===== src/rtl/vcve2_lsu_arbiter.sv =====
// vcve2_lsu_arbiter
// Round-robin arbiter that shares the single vector LSU port among NumIfs
// VRF interface FSMs. One transaction is in flight at a time. Ownership is
// locked from grant until done. A watchdog forces release of a hung
// transaction and flags it on o-err.
//
// Handshake outputs (gnt_o, done_o, lsu_req_o, lsu_load_addr_o, err_o) are
// combinational from the current state and the LSU inputs. The LSU protocol
// needs grant and done to be reflected in the same cycle. busy_o and owner_o
// come straight from registers.

module vcve2_lsu_arbiter #(
  parameter int unsigned NumIfs        = 2,
  parameter int unsigned TimeoutCycles = 64,
  localparam int unsigned OwnerW = (NumIfs > 1) ? $clog2(NumIfs) : 1,
  localparam int unsigned CntW   = (TimeoutCycles > 0) ? $clog2(TimeoutCycles + 1) : 1
) (
  input  logic              clk_i,
  input  logic              rst_ni,
  input  logic [NumIfs-1:0] req_i,
  input  logic [NumIfs-1:0] load_addr_i,
  output logic [NumIfs-1:0] gnt_o,
  output logic [NumIfs-1:0] done_o,
  output logic              lsu_req_o,
  output logic              lsu_load_addr_o,
  input  logic              lsu_gnt_i,
  input  logic              lsu_done_i,
  input  logic              flush_i,
  output logic              busy_o,
  output logic [OwnerW-1:0] owner_o,
  output logic              err_o
);

  // FSM encoding
  localparam logic [1:0] ST_IDLE = 2'd0;
  localparam logic [1:0] ST_REQ  = 2'd1;
  localparam logic [1:0] ST_BUSY = 2'd2;

  // NumIfs held one bit wider than an index, so wrap compares cannot overflow
  localparam logic [OwnerW:0]   NUM_IFS_W = (OwnerW + 1)'(NumIfs);
  localparam logic [OwnerW:0]   ONE_W     = (OwnerW + 1)'(1);
  localparam logic [CntW-1:0]   CNT_MAX   = CntW'(TimeoutCycles);
  localparam logic [CntW-1:0]   CNT_LAST  = CntW'(TimeoutCycles - 1);
  localparam logic [CntW-1:0]   CNT_ONE   = CntW'(1);
  localparam bit                WDOG_EN   = (TimeoutCycles != 0);

  // State registers
  logic [1:0]        state_q;
  logic [OwnerW-1:0] owner_q;
  logic [OwnerW-1:0] rr_ptr_q;
  logic [CntW-1:0]   cnt_q;

  // Next-state values
  logic [1:0]        w_state_d;
  logic [OwnerW-1:0] w_owner_d;
  logic [OwnerW-1:0] w_rr_ptr_d;
  logic [CntW-1:0]   w_cnt_d;

  // Arbitration helpers
  logic [NumIfs-1:0] w_owner_oh;
  logic              w_owner_req;
  logic              w_owner_la;
  logic [OwnerW-1:0] w_ptr_eff;
  logic [OwnerW:0]   w_cand;
  logic              w_hit;
  logic              w_sel_found;
  logic [OwnerW-1:0] w_sel_idx;
  logic [OwnerW:0]   w_ptr_sum;
  logic [OwnerW-1:0] w_ptr_next;
  logic              w_timeout;

  // Decode the owner index into a one-hot mask. This avoids variable part-selects.
  always_comb begin
    w_owner_oh = '0;
    for (int i = 0; i < int'(NumIfs); i++) begin
      w_owner_oh[i] = (owner_q == OwnerW'(i));
    end
  end

  assign w_owner_req = |(req_i & w_owner_oh);
  assign w_owner_la  = |(load_addr_i & w_owner_oh);

  // A pointer outside 0..NumIfs-1 should never occur. Treat it as 0 so the scan stays legal.
  assign w_ptr_eff = ({1'b0, rr_ptr_q} < NUM_IFS_W) ? rr_ptr_q : '0;

  // Round-robin scan: take the first requester at or after the pointer, modulo NumIfs
  always_comb begin
    w_sel_found = 1'b0;
    w_sel_idx   = '0;
    w_cand      = '0;
    w_hit       = 1'b0;
    for (int k = 0; k < int'(NumIfs); k++) begin
      w_cand = {1'b0, w_ptr_eff} + (OwnerW + 1)'(k);
      w_cand = (w_cand >= NUM_IFS_W) ? (w_cand - NUM_IFS_W) : w_cand;
      for (int j = 0; j < int'(NumIfs); j++) begin
        w_hit       = !w_sel_found && (w_cand == (OwnerW + 1)'(j)) && req_i[j];
        w_sel_idx   = w_hit ? OwnerW'(j) : w_sel_idx;
        w_sel_found = w_sel_found | w_hit;
      end
    end
  end

  // The pointer moves to the interface after the one that just completed
  assign w_ptr_sum  = {1'b0, owner_q} + ONE_W;
  assign w_ptr_next = (w_ptr_sum >= NUM_IFS_W) ? '0 : w_ptr_sum[OwnerW-1:0];

  // The watchdog fires in the TimeoutCycles-th BUSY cycle (cnt_q is 0 in the first)
  assign w_timeout = WDOG_EN && (cnt_q == CNT_LAST);

  // Next-state logic. Flush overrides every transition but keeps the owner and the pointer.
  always_comb begin
    w_state_d  = state_q;
    w_owner_d  = owner_q;
    w_rr_ptr_d = rr_ptr_q;
    w_cnt_d    = cnt_q;
    if (flush_i) begin
      w_state_d = ST_IDLE;
      w_cnt_d   = '0;
    end else begin
      case (state_q)
        ST_IDLE: begin
          if (w_sel_found) begin
            w_state_d = ST_REQ;
            w_owner_d = w_sel_idx;
          end else begin
            w_state_d = ST_IDLE;
          end
        end
        ST_REQ: begin
          if (lsu_gnt_i) begin
            w_state_d = ST_BUSY;
            w_cnt_d   = '0;
          end else if (!w_owner_req) begin
            w_state_d = ST_IDLE;
          end else begin
            w_state_d = ST_REQ;
          end
        end
        ST_BUSY: begin
          w_cnt_d = (cnt_q == CNT_MAX) ? cnt_q : (cnt_q + CNT_ONE);
          if (lsu_done_i || w_timeout) begin
            w_state_d  = ST_IDLE;
            w_rr_ptr_d = w_ptr_next;
          end else begin
            w_state_d = ST_BUSY;
          end
        end
        default: begin
          w_state_d = ST_IDLE;
          w_cnt_d   = '0;
        end
      endcase
    end
  end

  // Handshake outputs. Flush suppresses grant, done and error in its own cycle.
  always_comb begin
    gnt_o           = '0;
    done_o          = '0;
    lsu_req_o       = 1'b0;
    lsu_load_addr_o = 1'b0;
    err_o           = 1'b0;
    case (state_q)
      ST_REQ: begin
        lsu_req_o       = 1'b1;
        lsu_load_addr_o = w_owner_la;
        if (!flush_i && lsu_gnt_i) begin
          gnt_o = w_owner_oh;
        end else begin
          gnt_o = '0;
        end
      end
      ST_BUSY: begin
        if (flush_i) begin
          done_o = '0;
        end else if (lsu_done_i) begin
          done_o = w_owner_oh;
        end else if (w_timeout) begin
          done_o = w_owner_oh;
          err_o  = 1'b1;
        end else begin
          done_o = '0;
        end
      end
      default: begin
        gnt_o = '0;
      end
    endcase
  end

  assign busy_o  = (state_q != ST_IDLE);
  assign owner_o = owner_q;

  // State registers with asynchronous active-low reset
  always_ff @(posedge clk_i or negedge rst_ni) begin
    if (!rst_ni) begin
      state_q  <= ST_IDLE;
      owner_q  <= '0;
      rr_ptr_q <= '0;
      cnt_q    <= '0;
    end else begin
      state_q  <= w_state_d;
      owner_q  <= w_owner_d;
      rr_ptr_q <= w_rr_ptr_d;
      cnt_q    <= w_cnt_d;
    end
  end

endmodule


===== config.mk =====
export PLATFORM = sky130hd
export DESIGN_NAME = vcve2_lsu_arbiter
export DESIGN_NICKNAME = d
export VERILOG_FILES = /design/src/rtl/vcve2_lsu_arbiter.sv
export SDC_FILE = /design/constraint.sdc
export NUM_CORES = 1
export LEC_CHECK = 0
export ABC_AREA = 1
export BUFFER_PORTS_ARGS = -buffer_cell sky130_fd_sc_hd__buf_2
export CORE_MARGIN = 2
export CORE_UTILIZATION = 40
export DETAILED_ROUTE_END_ITERATION = 10
export GPL_ROUTABILITY_DRIVEN = 0
export GPL_TIMING_DRIVEN = 0
export PLACE_DENSITY = 0.72
export SLEW_MARGIN = 20
export SYNTH_ARGS = -nofsm -noshare
export SYNTH_HDL_FRONTEND = slang
export SYNTH_SLANG_ARGS = --single-unit

===== constraint.sdc =====
create_clock -name clk_i -period 1.7 [get_ports clk_i]
set_input_delay 0.17 -clock clk_i [delete_from_list [all_inputs] [get_ports clk_i]]
set_output_delay 0.17 -clock clk_i [all_outputs]
set_load 0.05 [all_outputs]

==> results.json <==
{
  "result_of_the_run": "finished, final reports clean",
  "hold_class": "input port to register",
  "antenna-diode-count": 0,
  "synth_largest_type_area_fraction_pct": 38.3,
  "drv_cap": 0,
  "dp_worst_setup_slack_ps": 157,
  "worst-r2r-cell-count": 10,
  "worst_r2r_endpoint": "cnt_q[1]",
  "max-slew-margin-rel_pct": 78.5,
  "total_leakage_power_nw": 0.523,
  "clk_root_buffer_cell": "sky130_fd_sc_hd__clkbuf_4",
  "setup_ws_final_ps": 19.4,
  "count_of_state_elements_after_synthesis": 11,
  "skew_ps": 5.71,
  "min_delay_path_depth": 3,
  "die-width_um": 46.4,
  "rsz0062_at_grt": "true",
  "max-clock-path-buffers": 2,
  "path_class": "register to primary output",
  "worst_ir_drop_vdd_mv": 0.363,
  "yosys.cell_types.count": 19,
  "drv_slew": 0,
  "most-common-layout-cells": "22 x sky130_fd_sc_hd__nand2_1, 16 x sky130_fd_sc_hd__inv_1, 12 x sky130_fd_sc_hd__buf_2",
  "htreeDepth": 1,
  "first_iter_violations": 22,
  "timing.hold.worst.start": "req_i[1]",
  "total_power_w": 0.000707,
  "count_of_nets_left_with_antenna_violations_after_detail_routing": 0,
  "worstReg2RegStart": "cnt_q[1]",
  "drt-total-wl_um": 1940,
  "synth_area_leaders": "sky130_fd_sc_hd__dfrtp_1 38%, sky130_fd_sc_hd__nand2_1 13%, sky130_fd_sc_hd__inv_1 9.4%, sky130_fd_sc_hd__nand3_1 6.3%, sky130_fd_sc_hd__nor2_1 6.3%",
  "cp_data_arrival_time_ps": 1510,
  "routed_metal_1_wire_length_um": 863,
  "global_route_wire_length_before_repair_um": 2710,
  "worst_pin_slew_ps": 323,
  "met3_wl_um": 64,
  "synth_top_cell_by_area": "sky130_fd_sc_hd__dfrtp_1",
  "report.final.setup_viol": 0,
  "postSynthAreaPerCell_um2": 6.98,
  "count_of_endpoints_failing_hold_in_the_final_timing_report": 0,
  "cp_data_required_time_ps": 1530,
  "sequential_fraction_of_the_synthesis_area_pct": 38.3,
  "fin_hold_ws_ps": 203,
  "number_of_global_route_vias_before_repair": 605,
  "all_layer_gr_usage_pct": 17.3,
  "worst-path-max-fanout": 8,
  "grt_overflow": 0,
  "initial_utilization_pct": 42.1,
  "tritoncts_num_sinks": 11,
  "clock_tree_from_tritoncts": "built",
  "clk_pin_slew_worst_paths_ps": 80,
  "route.detailed.vias_per_inst": 4.87,
  "synth_warnings": 0,
  "die_height_um": 46.4,
  "netlist_area_um2": 719,
  "mostFrequentLayoutCell": "sky130_fd_sc_hd__nand2_1",
  "tritoncts.num_buffers": 3,
  "dp_hpwl_um": 1220,
  "numnets_final": 144,
  "avgRoutedWirePerCell_um": 12.4,
  "met2_wirelength_um": 965,
  "final_min_period_over_clock_period_pct": 98.9,
  "via_count": 765,
  "post_route_cells_drive_above_1_share_pct": 34.1,
  "drt-pass1-iter-count": 4,
  "power.density_cell_area_nw_per_um2": 700,
  "grt_max_degree": 12,
  "ios": 18,
  "top_layer_used": "met4",
  "synth_cells": 103,
  "layout_min_cycle_time_ps": 1680,
  "r2r_slack_ps": 160,
  "fp-row-count": 15,
  "worstHoldEndpoint": "owner_o",
  "clk-insertion-delay-late_ps": 270,
  "design.core.area_um2": 1710,
  "drc_errors": 0,
  "timing.critical_path.from_type": "register",
  "antenna_found_initial": 0,
  "maxClockFrequency_ghz": 0.595,
  "layout-area-overhead-vs-synth_pct": 40.3,
  "syn_nets": 114,
  "place.port_buffers": 17,
  "cp-end-kind": "primary output",
  "floorplan.die_area_um2": 2150
}
-- repair_timing --
item	CTS	global route
pin swaps	0	3
endpoints found under the setup margin	3	3
endpoints found under the hold margin	11	0
gates resized for setup	3	18
hold buffers	1	0
setup buffers	2	5
-- logic make-up (layout without fill, tap and decap cells) --
logic type      count (synthesis)  count (layout)  synth area share, %
simple gates                   57              57                 37.0
buf+inv                        20              49                 10.8
compound gates                 13              13                 10.4
fa+ha+maj                       2               2                 3.48
flops                          11              11                 38.3
-- state kept, by name (all words and copies together) (netlist names) --
register and cells:
cnt_q 7, rr_ptr_q 1, owner_o 1, state_q 2
-- Yosys cell counts --
master / number
sky130_fd_sc_hd__nand2_2: 2
sky130_fd_sc_hd__inv_1: 18
sky130_fd_sc_hd__o211ai_1: 1
sky130_fd_sc_hd__o21ai_1: 5
sky130_fd_sc_hd__inv_4: 1
sky130_fd_sc_hd__nand4_1: 5
sky130_fd_sc_hd__nand3_2: 1
sky130_fd_sc_hd__nor2_1: 12
sky130_fd_sc_hd__o21ai_0: 4
sky130_fd_sc_hd__a21oi_1: 1
sky130_fd_sc_hd__ha_1: 2
sky130_fd_sc_hd__nor3_1: 2
sky130_fd_sc_hd__nand2_4: 1
sky130_fd_sc_hd__inv_2: 1
sky130_fd_sc_hd__nor2_4: 1
sky130_fd_sc_hd__nand3_1: 9
sky130_fd_sc_hd__nand2_1: 24
sky130_fd_sc_hd__dfrtp_1: 11
sky130_fd_sc_hd__o21ai_2: 2
-- routing by layer --
metal  vias up  global-route usage, %
met1       353                   26.4
met3         7                   2.35
met5         -                      0
li1        387                      -
met4         0                   5.14
met2        18                   25.0
-- worst max-delay path by stage --
stage	start	end	slack [ps]	cells past startpoint
after floorplan	state_q[1]	gnt_o[0]	-150	5
after global placement	cnt_q[0]	done_o[1]	170	8
after detailed placement	cnt_q[0]	done_o[0]	160	8
after CTS	cnt_q[0]	done_o[1]	1	8
after global routing	state_q[0]	gnt_o[1]	-50	6
final	owner_o	lsu_load_addr_o	20	4
-- power by group --
part / internal (W) / switching, W
Sequential: 0.000282 / 0.0000292
Combinational: 0.0000589 / 0.000149
Clock: 0.0000908 / 0.0000962
Total: 0.000432 / 0.000275
-- worst max-delay path: stages (launching register included) --
cell and delay [ps]:
sky130_fd_sc_hd__dfrtp_1 500, sky130_fd_sc_hd__inv_1 230, sky130_fd_sc_hd__nand2_1 110, sky130_fd_sc_hd__a21oi_1 130, sky130_fd_sc_hd__buf_2 270
-- final cells by class --
| type | instances | area, µm² |
|---|---|---|
| fillers | 145 | 698 |
| multi-input cells | 72 | 424 |
| flip-flops and latches | 11 | 275 |
| repair buffers | 25 | 175 |
| inverters | 20 | 77.6 |
| well taps | 25 | 31.3 |
| clock buffers | 4 | 26.3 |
-- metrics by stage --
stage | instance area [µm²] | TNS (ps) | util (%) | instances
3_3_place_gp | 846 | 0 | 49.5 | 145
2_1_floorplan | 729 | -419 | - | 103
5_1_grt | 1010 | -196 | 59.1 | 157
4_1_cts | 905 | 0 | 53.0 | 152
6_report | 1010 | 0 | 59.1 | 157
3_5_place_dp | 846 | 0 | 49.5 | 145
(Power assumes the default switching activity.)
